`config.mk`:
```
export PLATFORM = sky130hd
export DESIGN_NAME = selevy_bus
export DESIGN_NICKNAME = d
export VERILOG_FILES = /design/src/rtl/selevy_bus.sv
export SDC_FILE = /design/constraint.sdc
export NUM_CORES = 1
export LEC_CHECK = 0
export CAP_MARGIN = 20
export CORE_ASPECT_RATIO = 2
export CORE_MARGIN = 2
export CORE_UTILIZATION = 40
export CTS_CLUSTER_SIZE = 12
export DETAILED_ROUTE_END_ITERATION = 10
export HOLD_SLACK_MARGIN = 0.1
export PLACE_DENSITY = 0.84
export SLEW_MARGIN = 20
export SYNTH_ARGS = -nofsm -noshare
export SYNTH_HDL_FRONTEND = slang
export SYNTH_SLANG_ARGS = --single-unit
export TNS_END_PERCENT = 10
```
`constraint.sdc`:
```
create_clock -name CLK -period 4.9 [get_ports CLK]
set_clock_uncertainty 0.2 [all_clocks]
set_input_delay 0.735 -clock CLK [delete_from_list [all_inputs] [get_ports CLK]]
set_output_delay 0.735 -clock CLK [all_outputs]
set_load 0.05 [all_outputs]
```
`src/rtl/selevy_bus.sv`:
```
// -----------------------------------------------------------------------------
// selevy_bus
// Memory-mapped bus fabric: one master port (core load/store unit) is routed
// to one of NSLV slave ports by decoding the top REGION_BITS address bits.
// Slaves insert wait states by delaying s_ack. Unmapped regions and slaves
// that never acknowledge complete with m_err instead of stalling the core.
//
// Ports
//   CLK, RST        clock (rising edge), asynchronous active-high reset
//   m_req           master request level, held until m_ready
//   m_we, m_size    store flag and access size, latched on acceptance
//   m_addr, m_wdata byte address and store data, latched on acceptance
//   m_ready         one-cycle completion pulse
//   m_err           decode error or timeout, valid with m_ready
//   m_rdata         load data, valid with m_ready, held until next completion
//   s_req           one-hot request to the selected slave
//   s_we/s_size/s_addr/s_wdata  latched request fields, broadcast to all slaves
//   s_ack           per-slave completion, only the selected bit is looked at
//   s_rdata         slave i read data at [i*XLEN +: XLEN]
//   busy            high whenever a transaction is in flight
// -----------------------------------------------------------------------------
module selevy_bus #(
    parameter int XLEN        = 32,
    parameter int NSLV        = 4,
    parameter int REGION_BITS = 4,
    parameter int TIMEOUT     = 16
) (
    input  logic                 CLK,
    input  logic                 RST,
    input  logic                 m_req,
    input  logic                 m_we,
    input  logic [2:0]           m_size,
    input  logic [XLEN-1:0]      m_addr,
    input  logic [XLEN-1:0]      m_wdata,
    output logic                 m_ready,
    output logic                 m_err,
    output logic [XLEN-1:0]      m_rdata,
    output logic [NSLV-1:0]      s_req,
    output logic                 s_we,
    output logic [2:0]           s_size,
    output logic [XLEN-1:0]      s_addr,
    output logic [XLEN-1:0]      s_wdata,
    input  logic [NSLV-1:0]      s_ack,
    input  logic [NSLV*XLEN-1:0] s_rdata,
    output logic                 busy
);

    localparam int SEL_W = (NSLV > 1) ? $clog2(NSLV) : 1;
    localparam int CNT_W = $clog2(TIMEOUT);
    localparam logic [CNT_W-1:0]     CNT_LAST = CNT_W'(TIMEOUT - 1);
    localparam logic [REGION_BITS:0] NSLV_LIM = (REGION_BITS + 1)'(NSLV);

    typedef enum logic [1:0] {
        ST_IDLE,
        ST_WAIT,
        ST_RESP
    } state_t;

    state_t            r_state, w_state_next;
    logic [SEL_W-1:0]  r_sel, w_sel_next;
    logic [CNT_W-1:0]  r_cnt, w_cnt_next;
    logic [NSLV-1:0]   r_s_req, w_s_req_next;
    logic              r_m_ready, w_m_ready_next;
    logic              r_m_err, w_m_err_next;
    logic [XLEN-1:0]   r_m_rdata, w_m_rdata_next;
    logic              r_s_we, w_s_we_next;
    logic [2:0]        r_s_size, w_s_size_next;
    logic [XLEN-1:0]   r_s_addr, w_s_addr_next;
    logic [XLEN-1:0]   r_s_wdata, w_s_wdata_next;

    // Decode of the incoming address (only meaningful while IDLE).
    logic [REGION_BITS-1:0] w_sel;
    logic                   w_sel_valid;
    logic [NSLV-1:0]        w_hit;
    logic [XLEN-1:0]        w_slv_rdata [NSLV];
    logic                   w_ack;
    logic [XLEN-1:0]        w_ack_rdata;

    assign w_sel       = m_addr[XLEN-1 -: REGION_BITS];
    assign w_sel_valid = ({1'b0, w_sel} < NSLV_LIM);

    generate
        for (genvar gi = 0; gi < NSLV; gi++) begin : g_slv
            assign w_hit[gi]       = (w_sel == REGION_BITS'(gi));
            assign w_slv_rdata[gi] = s_rdata[gi*XLEN +: XLEN];
        end
    endgenerate

    // Only the latched slave's ack and data are ever observed.
    assign w_ack       = s_ack[r_sel];
    assign w_ack_rdata = w_slv_rdata[r_sel];

    always_ff @(posedge CLK or posedge RST) begin
        if (RST) begin
            r_state   <= ST_IDLE;
            r_sel     <= '0;
            r_cnt     <= '0;
            r_s_req   <= '0;
            r_m_ready <= 1'b0;
            r_m_err   <= 1'b0;
            r_m_rdata <= '0;
            r_s_we    <= 1'b0;
            r_s_size  <= '0;
            r_s_addr  <= '0;
            r_s_wdata <= '0;
        end else begin
            r_state   <= w_state_next;
            r_sel     <= w_sel_next;
            r_cnt     <= w_cnt_next;
            r_s_req   <= w_s_req_next;
            r_m_ready <= w_m_ready_next;
            r_m_err   <= w_m_err_next;
            r_m_rdata <= w_m_rdata_next;
            r_s_we    <= w_s_we_next;
            r_s_size  <= w_s_size_next;
            r_s_addr  <= w_s_addr_next;
            r_s_wdata <= w_s_wdata_next;
        end
    end

    always_comb begin
        w_state_next   = r_state;
        w_sel_next     = r_sel;
        w_cnt_next     = r_cnt;
        w_s_req_next   = r_s_req;
        w_m_ready_next = 1'b0;      // ready/err only live for the RESP cycle
        w_m_err_next   = 1'b0;
        w_m_rdata_next = r_m_rdata;
        w_s_we_next    = r_s_we;
        w_s_size_next  = r_s_size;
        w_s_addr_next  = r_s_addr;
        w_s_wdata_next = r_s_wdata;

        case (r_state)
            ST_IDLE: begin
                if (m_req) begin
                    w_s_we_next    = m_we;
                    w_s_size_next  = m_size;
                    w_s_addr_next  = m_addr;
                    w_s_wdata_next = m_wdata;
                    if (w_sel_valid) begin
                        w_sel_next   = w_sel[SEL_W-1:0];
                        w_s_req_next = w_hit;
                        w_cnt_next   = '0;
                        w_state_next = ST_WAIT;
                    end else begin
                        // Unmapped region: answer directly, no slave touched.
                        w_m_ready_next = 1'b1;
                        w_m_err_next   = 1'b1;
                        w_m_rdata_next = '0;
                        w_state_next   = ST_RESP;
                    end
                end
            end
            ST_WAIT: begin
                // Ack is tested first so an ack on the last allowed cycle wins.
                if (w_ack) begin
                    w_s_req_next   = '0;
                    w_m_ready_next = 1'b1;
                    w_m_rdata_next = w_ack_rdata;
                    w_state_next   = ST_RESP;
                end else if (r_cnt == CNT_LAST) begin
                    w_s_req_next   = '0;
                    w_m_ready_next = 1'b1;
                    w_m_err_next   = 1'b1;
                    w_m_rdata_next = '0;
                    w_state_next   = ST_RESP;
                end else begin
                    w_cnt_next = r_cnt + CNT_W'(1);
                end
            end
            ST_RESP: begin
                w_state_next = ST_IDLE;
            end
            default: begin
                w_state_next = ST_IDLE;
                w_s_req_next = '0;
            end
        endcase
    end

    assign m_ready = r_m_ready;
    assign m_err   = r_m_err;
    assign m_rdata = r_m_rdata;
    assign s_req   = r_s_req;
    assign s_we    = r_s_we;
    assign s_size  = r_s_size;
    assign s_addr  = r_s_addr;
    assign s_wdata = r_s_wdata;
    assign busy    = (r_state != ST_IDLE);

endmodule
```
# --- Word-level counts from Yosys, hierarchy flattened ---
# Cells that the tools add are included.
word_totals:
  output_inout_bits: 107
  wordCells: 71
  ff_bits: 114
op_classes:
  order_cmp: 3
  bitwise_logic: 2
  eq_ne: 12
  mux: 32
  n_reduce_logical: 10
  add_sub_neg: 1
ops:
  columns: ["operator", "count"]
  rows:
  - ["$mux 32", 6]
  - ["$bmux 32 s2", 1]
  - ["$pmux 32 s2", 1]
  - ["$mux 4", 8]
  - ["$pmux 4 s3", 1]
  - ["$ne 2x2->1 const B", 5]
  - ["$eq 4x2->1 const B", 2]
  - ["$mux 2", 4]
  - ["$pmux 4 s2", 1]
  - ["$reduce_and 4->1", 2]
  - ["$mux 1", 6]
  - ["$reduce_and 5->1", 1]
  - ["$add 4x1->4 const B", 1]
  - ["$eq 4x1->1 const B", 1]
  - ["$eq 4x4->1 const B", 1]
  - ["$logic_not 4->1", 1]
  - ["$lt 4x3->1 const B", 1]
  - ["$pmux 1 s2", 2]
  - ["$pmux 2 s2", 1]
  - ["$reduce_and 2->1", 2]
  - ["$reduce_bool 2->1", 2]
  - ["$ge 3x3->1 const B", 1]
  - ["$lt 2x3->1 const B", 1]
  - ["$ne 3x3->1 const B", 1]
  - ["7 further kinds", 7]

# --- Longest topological paths before layout ---
logic_depth:
  word_depth: 6
  ltp_mapped: 6
  ltp_nobuf: 4

# --- Worst setup path before layout ---
# No wires, ideal clock.
synth_timing:
  path_kind: "input port to flip-flop"
  from: "input port s_ack[3]"
  to: "register r_cnt[3]"
  arrival_ns: 1.963
  required_ns: 4.580
  setup_slack_ns: 2.617
  stages: 4
  cell_sequence: "mux4_2 > or3_1 > buf_2 > a31o_1"
synth_via:
  elab_chain_len: 4
synth_rtl:
  columns: ["element", "line_no", "rtl"]
  rows:
  - ["from (decl)", "43", "input logic [NSLV-1:0] s_ack,"]
  - ["$bmux 1 s2", "90", "assign w_ack = s_ack[r_sel];"]
  - ["$mux 1 (implied by the code)", "90", null]
  - ["$ne 2x2->1 (no line)", null, null]
  - ["$reduce_and 5->1 (no line)", null, null]
  - ["to (signal assigned)", "109", "r_cnt <= w_cnt_next;"]
  - ["to (decl)", "61", "logic [CNT_W-1:0] r_cnt, w_cnt_next;"]
# Every way passes these cells. The select of a mux whose other input is x is not followed.
# A chain may end at the register's enable or synchronous reset.

# --- Worst setup path after layout ---
layout_timing:
  from: "register r_state[0]"
  to: "output port busy"
layout_via:
  elab_chain_len: 1
layout_rtl:
  columns: ["element", "line_no", "rtl"]
  rows:
  - ["from (decl)", "59", "state_t r_state, w_state_next;"]
  - ["from (signal assigned)", "107", "r_state <= w_state_next;"]
  - ["$reduce_bool 2->1", "190", "assign busy = (r_state != ST_IDLE);"]
  - ["to (decl)", "45", "output logic busy"]
# Every way passes these cells.

==> results.txt <==
- Detailed-route wire length: 19,900 um
- Critical path buffer and inverter count: 1
* Number of antenna violations at the first check in global routing: 0
* Die H: between 150 and 200 um
* Count of nets left with antenna violations after detail routing: 0
* Critical path launch point type: flip-flop
- Residual overflow from global routing: 0
- Fmax: 308 MHz
* Yosys warns: 0
- TritonCTS built the clock tree.
- The detailed router finished its first iteration with about 260 violations.
* Ports placed on the boundary: just over 300
* Core box area: about 0.014 sq mm
- The initial utilization of the core area, before any placement, comes to between 40 and 50%.
- Total power consumption of the routed design: 0.00571 W
* Placed cell areas: around 0.009 sq mm
* Highest ir drop seen on vdd: ~410 uV
- Maximum clock path buffer count: 2
- The filler cells instantiated in the layout total about 1,100.
- Fraction of the cycle the final worst path needs: 66.2%
* Root Driver: sky130_fd_sc_hd__clkbuf_16
* Count of placed standard cells including taps: roughly 1,100
* Number of standard cells in the layout, taps in and fillers out: approximately 1,100
* Average wire per standard cell: 18.0 um
- The via count of the first global-routing pass was about 6,100.
* Average vias per placed instance: approximately 5.3
- Source of the worst hold timing path: s_wdata[24]
* Source of the critical timing path: r_state[0]
- Slowest CP cell: sky130_fd_sc_hd__dfrtp_1
- Post-cts repair resize count: 0
* Share of Yosys cell area claimed by the top area cell type: between 40% and 50%
- Across all hold checks on the routed design, the worst slack comes to ~0.27 ns.
* Total vias in the final route: roughly 6,000
* Endpoints failing setup: 0
- The final number of max-transition violations was 0.
- Compound-cell area share of the yosys netlist: just under 10%
* Post-synthesis share of cell area spent on and, or, nand and nor gates: between 20% and 30%
- In the final layout, flip-flops and latches occupy about 0.0029 sq mm.
- Synthesis produced a netlist with a net count of around 820.
* Footprint of the multi-input gates: around 0.0028 sq mm
- After clock tree synthesis, the flow added hold-fix buffers numbering 0.
- Number of flops mapped to enable cells by yosys: 0
* Post-synth top area cell: sky130_fd_sc_hd__dfrtp_1
- Final number of hold-violating endpoints: 0
- Row generation in the floorplan step produced 62 rows.
* Top post-synthesis cells by area: sky130_fd_sc_hd__dfrtp_1, sky130_fd_sc_hd__nand2_1, sky130_fd_sc_hd__mux4_2
* Outcome: finished, final reports clean
* Area of the mapped netlist: around 0.006 sq mm
- At the end of the flow, the number of nets in the layout was 1,103.
- Compared with the post-synthesis result, the final layout area differs by 64.8%.
* Critical path cell sequence: or2_2 -> clkdlybuf4s50_1
- The first TritonRoute pass finished after 4 iterations.
* Transition time at the pin with the least slew margin: roughly 1.0 ns
* Largest fanout of any net on the critical path: 26
- Port buffering added about 300 buffers.
- Synthesis produced a netlist whose cell count is just over 600.
* Nature of the critical path endpoint: output port
- Total power density per cell area: approximately 590 mW/mm^2
* Layout cells sized above 1: around 9%
- Antenna diodes: 0
- The startpoint identified for the worst register-to-register timing path is r_state[0].
- Largest net degree at the start of global routing: 77
- Among all flip-flop cells after synthesis, the most frequent one is sky130_fd_sc_hd__dfrtp_1.
* Overall die area: 0.0157 sq mm
- Tot GR Track Use: 25.8%
- The worst setup path is of the flip-flop to output port kind.
- Ranking of synthesized cells by instance count: sky130_fd_sc_hd__nand2_1, sky130_fd_sc_hd__dfrtp_1, sky130_fd_sc_hd__nand3_1
* Most used standard cell by instance count after synthesis: sky130_fd_sc_hd__nand2_1
- Unrepaired setup endpoints after global routing: false
- The path class of the tightest hold or removal check is flip-flop to flip-flop.
- Final-layout setup total negative slack: 0 ns
- Across the run, the number of max-cap violations was 0.
- Delay-heaviest family, CP: flip-flops
- Inserted Clock Buffers: 17
* Count of buffers added by post-CTS timing repair for setup: 0
* DIE WIDTH: 89.6 um
* Mean instance size in the synthesized netlist: approximately 9.5 sq um
- Summing the areas of all fa, ha and maj instances in the mapped netlist gives less than 1% of the synthesized area.
- Counting flops with an async set or reset pin after synthesis yields a share of 100%.
* Worst-Skew Late Latency: 0.41 ns
* CTS clk-pin slew, worst paths: around 0.06 ns
* Worst slew margin relative to its limit: 31.0%
- XOR/XNOR share of the synthesized area: 0%
- After synthesis, the share of cell area in mux cells is between 10% and 20%.
- Routability-driven placement finished with a final weighted congestion of between 0.8 and 0.9.
- The worst path needs 3.24 ns of the cycle, external delays included.
* Number of levels in the clock H-tree: 4
* Drc violations: 0
- The first global-routing pass estimated around 31,000 um of wire.
* Half-perimeter wire length after placement: around 15,000 um
* Flops & latches, synth: around 110
- Static leakage: roughly 4 nW
- Count of different cell masters after synthesis: 37
- Critical Path RT: 3.96 ns
* Share of synthesized area occupied by flip-flops and latches: about half
- Data arrives at the worst endpoint at 2.31 ns.
- By area, the combinational part of the netlist is dominated by simple AND/OR/NAND/NOR gates.
- Critical Path Max Stage Delay: around 0.86 ns
* Clock Sink Count: approximately 110
- Finished layout cell area: between 0.009 and 0.01 sq mm
-- cell usage in the layout, fill, tap and decap left out, drive strengths merged --
cell,count
ha,1
dfrtp,114
a22o,2
or2,2
nand4b,1
or3,1
a211oi,2
nor3,2
a31o,1
clkinv,8
o2bb2ai,2
and2,32
o22a,1
clkinvlp,3
mux4,33
nor2b,1
and3,2
buf,11
o211ai,32
nor4b,1
nand3,66
clkdlybuf4s50,309
bufinv,2
nand3b,1
nor2,2
mux2i,3
nand2,205
nand2b,1
nor3b,2
a31oi,32
o21ai,8
clkbuf,19
o22ai,1
inv,5
o32ai,2
nand4,1
or3b,1
-- metal layers --
layer | GRT usage (%) | up-vias | part of all wire, %
li1 | - | 2723 | -
met1 | 29.8 | 2795 | 36
met2 | 42.0 | 248 | 52
met3 | 6.57 | 63 | 6.9
met4 | 14.9 | 0 | 4.8
met5 | 0 | - | 0
-- layout make-up --
cell class                 instances  area share (%)
clock buffer                      19            4.48
tap                              192            2.49
inverter                           5           0.220
sequential                       114            29.5
multi-input combinational        441            28.8
timing repair buffer             320            33.0
clock inverter                    13            1.42
-- kinds of logic after synthesis --
group	count (synthesis)
simple gates	321
flops	114
compound gates	83
buf+inv	59
mux	36
fa+ha+maj	1
-- metrics by stage --
step                util [%]  worst slack, ns
global placement        63.3             1.92
floorplan                  -            0.949
detailed placement      63.3             1.88
CTS                     67.3             1.64
global route            67.3             1.54
finish                  67.3             1.66
-- worst min-delay path: cells and delay by family (launching register included) --
kind             cells  cell delay (ns)
flip-flops           1             0.34
AND/OR/NAND/NOR      2             0.10
-- registers in the layout (all words and copies together), names as in the netlist --
name,flops
r_sel,2
m_rdata,32
s_addr,32
s_we,1
r_state,2
r_cnt,4
m_ready,1
s_wdata,32
m_err,1
s_size,3
s_req,4
-- worst paths after layout --
| kind | endpoint | slack [ns] | cells after the start |
|---|---|---|---|
| setup / recovery | busy | 1.66 | 2 |
| hold / removal | s_wdata[24] | 0.27 | 2 |
| setup reg to reg | m_ready | 2.00 | 3 |
| hold reg to reg | s_wdata[24] | 0.27 | 2 |
| max in group asynchronous | s_addr[11] | 3.08 | 3 |
| min in group asynchronous | s_wdata[1] | 0.60 | 2 |
-- report_power, final --
group	total, W	internal (W)	switching (W)	leakage [nW]
registers	0.00155	0.00128	0.000268	1.45
clock network	0.00119	0.000747	0.000446	0.273
logic	0.00297	0.00109	0.00188	2.35
total	0.00571	0.00311	0.00260	4.07
Note: power is estimated with default switching activity, not from simulation.
